## src/rtl/pong_match_ctrl.sv

```systemverilog
// pong_match_ctrl: match sequencer for the Pong datapath.
//
// Owns the two per-player miss counts shown on the life-bar displays. It also
// sequences each rally: IDLE -> SERVE -> PLAY -> POINT -> (SERVE | OVER).
// The ball logic is gated through ball_enable and ball_reset.
//
// Parameters:
//   MAX_SCORE    miss count at which a player loses (1..7)
//   SERVE_FRAMES frames spent in SERVE before the ball is released
//   POINT_FRAMES frames spent in POINT after a goal
//
// Ports:
//   clk         system/pixel clock
//   rst         asynchronous active-high reset
//   frame_tick  one-cycle pulse per video frame
//   start       debounced, level-sensitive start request
//   goal_left   ball left via the left edge (player 0 missed)
//   goal_right  ball left via the right edge (player 1 missed)
//   score0      player 0 miss count
//   score1      player 1 miss count
//   ball_enable high only in PLAY
//   ball_reset  one-cycle pulse on the first cycle of SERVE
//   serve_dir   launch direction, 0 = toward left player, 1 = toward right player
//   game_over   high in OVER
//   winner      0 = player 0 won, 1 = player 1 won (valid with game_over)
//
// All outputs are registered.

module pong_match_ctrl #(
    parameter int unsigned MAX_SCORE    = 7,
    parameter int unsigned SERVE_FRAMES = 60,
    parameter int unsigned POINT_FRAMES = 30
) (
    input  logic       clk,
    input  logic       rst,
    input  logic       frame_tick,
    input  logic       start,
    input  logic       goal_left,
    input  logic       goal_right,
    output logic [2:0] score0,
    output logic [2:0] score1,
    output logic       ball_enable,
    output logic       ball_reset,
    output logic       serve_dir,
    output logic       game_over,
    output logic       winner
);

    localparam int unsigned CntMax = (SERVE_FRAMES > POINT_FRAMES) ? SERVE_FRAMES : POINT_FRAMES;
    localparam int unsigned CntW   = $clog2(CntMax + 1);

    localparam logic [CntW-1:0] ServeLast = CntW'(SERVE_FRAMES - 1);
    localparam logic [CntW-1:0] PointLast = CntW'(POINT_FRAMES - 1);
    localparam logic [CntW-1:0] CntOne    = CntW'(1);
    localparam logic [2:0]      ScoreMax  = 3'(MAX_SCORE);

    typedef enum logic [2:0] {
        StIdle,
        StServe,
        StPlay,
        StPoint,
        StOver
    } state_e;

    state_e          state_q, state_d;
    logic [CntW-1:0] cnt_q, cnt_d;
    logic [2:0]      score0_q, score0_d;
    logic [2:0]      score1_q, score1_d;
    logic            serve_dir_q, serve_dir_d;
    logic            winner_q, winner_d;
    logic            ball_enable_q, ball_enable_d;
    logic            ball_reset_q, ball_reset_d;
    logic            game_over_q, game_over_d;
    logic            start_q;

    always_comb begin
        state_d     = state_q;
        cnt_d       = cnt_q;
        score0_d    = score0_q;
        score1_d    = score1_q;
        serve_dir_d = serve_dir_q;
        winner_d    = winner_q;

        unique case (state_q)
            StIdle: begin
                score0_d = '0;
                score1_d = '0;
                if (start) begin
                    state_d = StServe;
                end
            end

            StServe: begin
                if (frame_tick) begin
                    if (cnt_q == ServeLast) begin
                        state_d = StPlay;
                    end else begin
                        cnt_d = cnt_q + CntOne;
                    end
                end
            end

            StPlay: begin
                if (goal_left || goal_right) begin
                    state_d = StPoint;
                    // Both edges in one cycle is treated as a replay: nothing changes.
                    if (goal_left && !goal_right) begin
                        if (score0_q != ScoreMax) begin
                            score0_d = score0_q + 3'd1;
                        end
                        serve_dir_d = 1'b0;
                    end else if (goal_right && !goal_left) begin
                        if (score1_q != ScoreMax) begin
                            score1_d = score1_q + 3'd1;
                        end
                        serve_dir_d = 1'b1;
                    end
                end
            end

            StPoint: begin
                if (score0_q == ScoreMax || score1_q == ScoreMax) begin
                    state_d  = StOver;
                    // The player who reached the limit lost.
                    winner_d = (score0_q == ScoreMax);
                end else if (frame_tick) begin
                    if (cnt_q == PointLast) begin
                        state_d = StServe;
                    end else begin
                        cnt_d = cnt_q + CntOne;
                    end
                end
            end

            StOver: begin
                // Edge-detect so a start held through the end of a match is ignored.
                if (start && !start_q) begin
                    state_d     = StServe;
                    score0_d    = '0;
                    score1_d    = '0;
                    serve_dir_d = 1'b0;
                end
            end

            default: begin
                state_d = StIdle;
            end
        endcase

        // A tick on the transition edge is not credited to the new state.
        if (state_d != state_q) begin
            cnt_d = '0;
        end

        ball_enable_d = (state_d == StPlay);
        game_over_d   = (state_d == StOver);
        ball_reset_d  = (state_d == StServe) && (state_q != StServe);
    end

    always_ff @(posedge clk or posedge rst) begin
        if (rst) begin
            state_q       <= StIdle;
            cnt_q         <= '0;
            score0_q      <= '0;
            score1_q      <= '0;
            serve_dir_q   <= 1'b0;
            winner_q      <= 1'b0;
            ball_enable_q <= 1'b0;
            ball_reset_q  <= 1'b0;
            game_over_q   <= 1'b0;
            start_q       <= 1'b0;
        end else begin
            state_q       <= state_d;
            cnt_q         <= cnt_d;
            score0_q      <= score0_d;
            score1_q      <= score1_d;
            serve_dir_q   <= serve_dir_d;
            winner_q      <= winner_d;
            ball_enable_q <= ball_enable_d;
            ball_reset_q  <= ball_reset_d;
            game_over_q   <= game_over_d;
            start_q       <= start;
        end
    end

    assign score0      = score0_q;
    assign score1      = score1_q;
    assign ball_enable = ball_enable_q;
    assign ball_reset  = ball_reset_q;
    assign serve_dir   = serve_dir_q;
    assign game_over   = game_over_q;
    assign winner      = winner_q;

endmodule

```

## config.mk

```make
export PLATFORM = sky130hd
export DESIGN_NAME = pong_match_ctrl
export DESIGN_NICKNAME = d
export VERILOG_FILES = /design/src/rtl/pong_match_ctrl.sv
export SDC_FILE = /design/constraint.sdc
export NUM_CORES = 1
export LEC_CHECK = 0
export ABC_AREA = 1
export CAP_MARGIN = 20
export CORE_MARGIN = 3
export CORE_UTILIZATION = 40
export DETAILED_ROUTE_END_ITERATION = 12
export PLACE_DENSITY = 0.69
export SYNTH_ARGS = -nofsm -noshare
export SYNTH_HDL_FRONTEND = slang
export SYNTH_SLANG_ARGS = --single-unit
```

## constraint.sdc

```tcl
create_clock -name clk -period 1.5 [get_ports clk]
set_input_delay 0.15 -clock clk [delete_from_list [all_inputs] [get_ports clk]]
set_output_delay 0.15 -clock clk [all_outputs]
set_load 0.02 [all_outputs]
```

==> impl_metrics.yaml <==
status:
  status: "complete, but fails checks"
  failed_checks: "negative setup slack"
critical_path:
  path_max_fanout: 5
  rr_startpoint: "score1[1]"
  criticalPathCategory: "reg2reg"
  arrival_ps: 1850
  cp_slowest_cell: "dfrtp_2"
  critPathLaunch: "score1[1]"
  path_delay_family: "simple AND/OR/NAND/NOR gates"
  worstPathCellList: "ha_4, ha_4, nor2_4, inv_2, nand2_2, nand2_2, nor2_4, nand4_1, nand2_2, nor2_4"
  worst-path-buf-inv: 1
  end_kind: "flop"
  cpPeakStageDelay_ps: 450
  critical_path_required_ps: 1700
  start_kind: "flop"
clock_tree:
  numCtsBuffers: 3
  htree_levels: 1
  clock_path_buffers: 2
  cts.hold.buffers_added: 0
  cts_tree: "built"
  path_clk_slew_ps: 120
  cts_sinks: 21
  insertion_delay_ps: 300
  clock-root-buffer: "clkbuf_4"
pwr:
  powerDensity_nw_per_um2: 705
  p_int_uw: 899
  clkPwrFrac_pct: 20.9
  leakage_nw: 0.947
  seqPwrFrac_pct: 49.8
  power_switching_uw: 417
  max-vdd-ir-drop_mv: 0.325
  comb_power_share_pct: 29.3
  sw_frac_of_total_pct: 31.7
floorplan:
  ioPinCount: 17
  fp-row-count: 20
  fp.coreArea_um2: 3130
  start_util_pct: 43.2
  dieArea_um2: 4110
  die_w_um: 64.1
  fp.dieH_um: 64.1
routing:
  antenna_left: 0
  drt-total-wl_um: 2950
  vias: 1237
  vias_per_cell: 4.78
  post_drt_wl_per_cell_um: 11.4
  drtIter0Drc: 71
  drc_errors: 0
  drt_pass1_iterations: 5
global_route:
  grt_max_degree: 22
  grt_overflow: 0
  antenna_found_initial: 0
  grt_util_all_layers_pct: 15.6
  grt_pass1_vias: 1213
  grt_pass1_wl_um: 5180
final_layout:
  n_fill_cell: 289
  drive_above_1_share_pct: 32.1
  fin_cells: 259
  final_common_cell: "nand2_1"
  mostFrequentLayoutCells: "nand2_1, inv_1, buf_4, nor2_1, dfrtp_1"
  multi_input_area_um2: 821
  final_nets: 231
  diodes: 0
  sequential_cell_area_um2: 532
  postLayoutCellArea_um2: 1870
  area.growth.synth_to_final_pct: 38.2
yosys:
  synth_warnings: 0
  synth_area_per_cell_um2: 7.80
  netlist_area_um2: 1350
  synth-seq-cells: 21
  synth_top_area_share_pct: 38.9
  ys_types: 28
  synth_seq_area_share_pct: 38.9
  synth_cells: 173
  yosysTopAreaCell: "dfrtp_1"
  syn_nets: 188
  ys_top_cells_by_area: "dfrtp_1, nand2_1, ha_1, inv_1, nor2_1"
hold_path:
  hp-class: "in2async"
placed_design:
  placedInstanceArea_um2: 1780
  portBuffers: 16
  globalplace.congestion: 0.865
  dp_cells: 253
  dp.final_hpwl_um: 2220
sta:
  slew_headroom_pct: 79.0
  slew_viol_final: 0
  clock.fmax_mhz: 609
  finClkSkew_ps: 7.68
  finalCritPeriodShare_pct: 109
  setup_slack_ps: -142
  setup_viol: 7
  worst_pin_slew_ps: 315
  period_minus_slack_ps: 1640
  hold_slack_ps: 155
  rsz0062_at_grt: "true"
  finalHoldViolations: 0
  setup_tns_ps: -576
flow_run:
  drv_cap: 0
[routing by layer]
metal / vias to the layer above / GRT usage [%] / wire, um
li1: 640 / - / -
met1: 564 / 19.9 / 1350
met2: 27 / 26.2 / 1450
met3: 6 / 2.11 / 100
met4: 0 / 6.86 / 51
met5: - / 0 / 0
[cell usage after synthesis (all sizes together)]
master,count
nor2,27
nand3b,1
nand4,9
mux2i,1
dfrtp,21
nor3,3
nand2,40
nand3,15
a21oi,6
inv,29
o21ai,9
xor2,1
and3,1
or2,1
ha,9
[area by class of cell]
| cell class | count | area share, % |
|---|---|---|
| clock buffer | 4 | 1.41 |
| inverter | 29 | 5.97 |
| multi-input combinational | 123 | 44.0 |
| sequential | 21 | 28.5 |
| tap | 44 | 2.95 |
| timing repair buffer | 38 | 17.2 |
[metrics by stage]
stage	setup WS (ps)	power, mW	utilization [%]
floorplan	-43.6	0.876	-
detailed placement	-159	1.02	56.8
CTS	-89.5	1.31	58.5
global route	-253	1.42	59.6
finish	-142	1.32	59.6
global placement	-125	1.01	56.8
[worst min-delay path: stages]
cell	delay (ps)
clkdlybuf4s50_1	390
inv_1	50
buf_4	270
[flip-flops by register name, summed over array words and instances (netlist names), 3 cells and up]
register,flops
cnt_q,6
score0,3
score1,3
state_q,3
[worst paths after layout]
kind,to,slack (ps),cells after the start
max in group asynchronous,state_q[0],1100,3
max,cnt_q[3],-140,10
min in group clk,start_q,430,2
max reg2reg,cnt_q[3],-140,10
min,score1[2],150,3
min reg2reg,winner,510,2
[what timing repair did]
| item | 4_1_cts | 5_1_grt |
|---|---|---|
| resized for setup | 12 | 9 |
| hold endpoints to repair | 0 | 0 |
| buffers inserted | 1 | 1 |
| pin swaps | 13 | 11 |
| setup endpoints to repair | 13 | 12 |
[kinds of logic (layout without fill, tap and decap cells)]
kind of cell,after synthesis,after routing,share of synthesized area [%]
AO/OA/AOI/OAI,15,15,6.95
XOR/XNOR,1,1,0.649
adder cells (fa/ha/maj),9,9,8.34
buffers and inverters,29,71,8.25
flip-flops,21,21,38.9
multiplexers,1,1,0.741
AND/OR/NAND/NOR,97,97,36.1
[power groups by stage]
stage	Combinational (mW)	Sequential, mW	Clock [mW]
after floorplan	0.209	0.667	0
after global placement	0.352	0.662	0
after detailed placement	0.361	0.664	0
after CTS	0.371	0.654	0.289
after global routing	0.442	0.664	0.316
final	0.386	0.655	0.275
(Power assumes the default switching activity.)
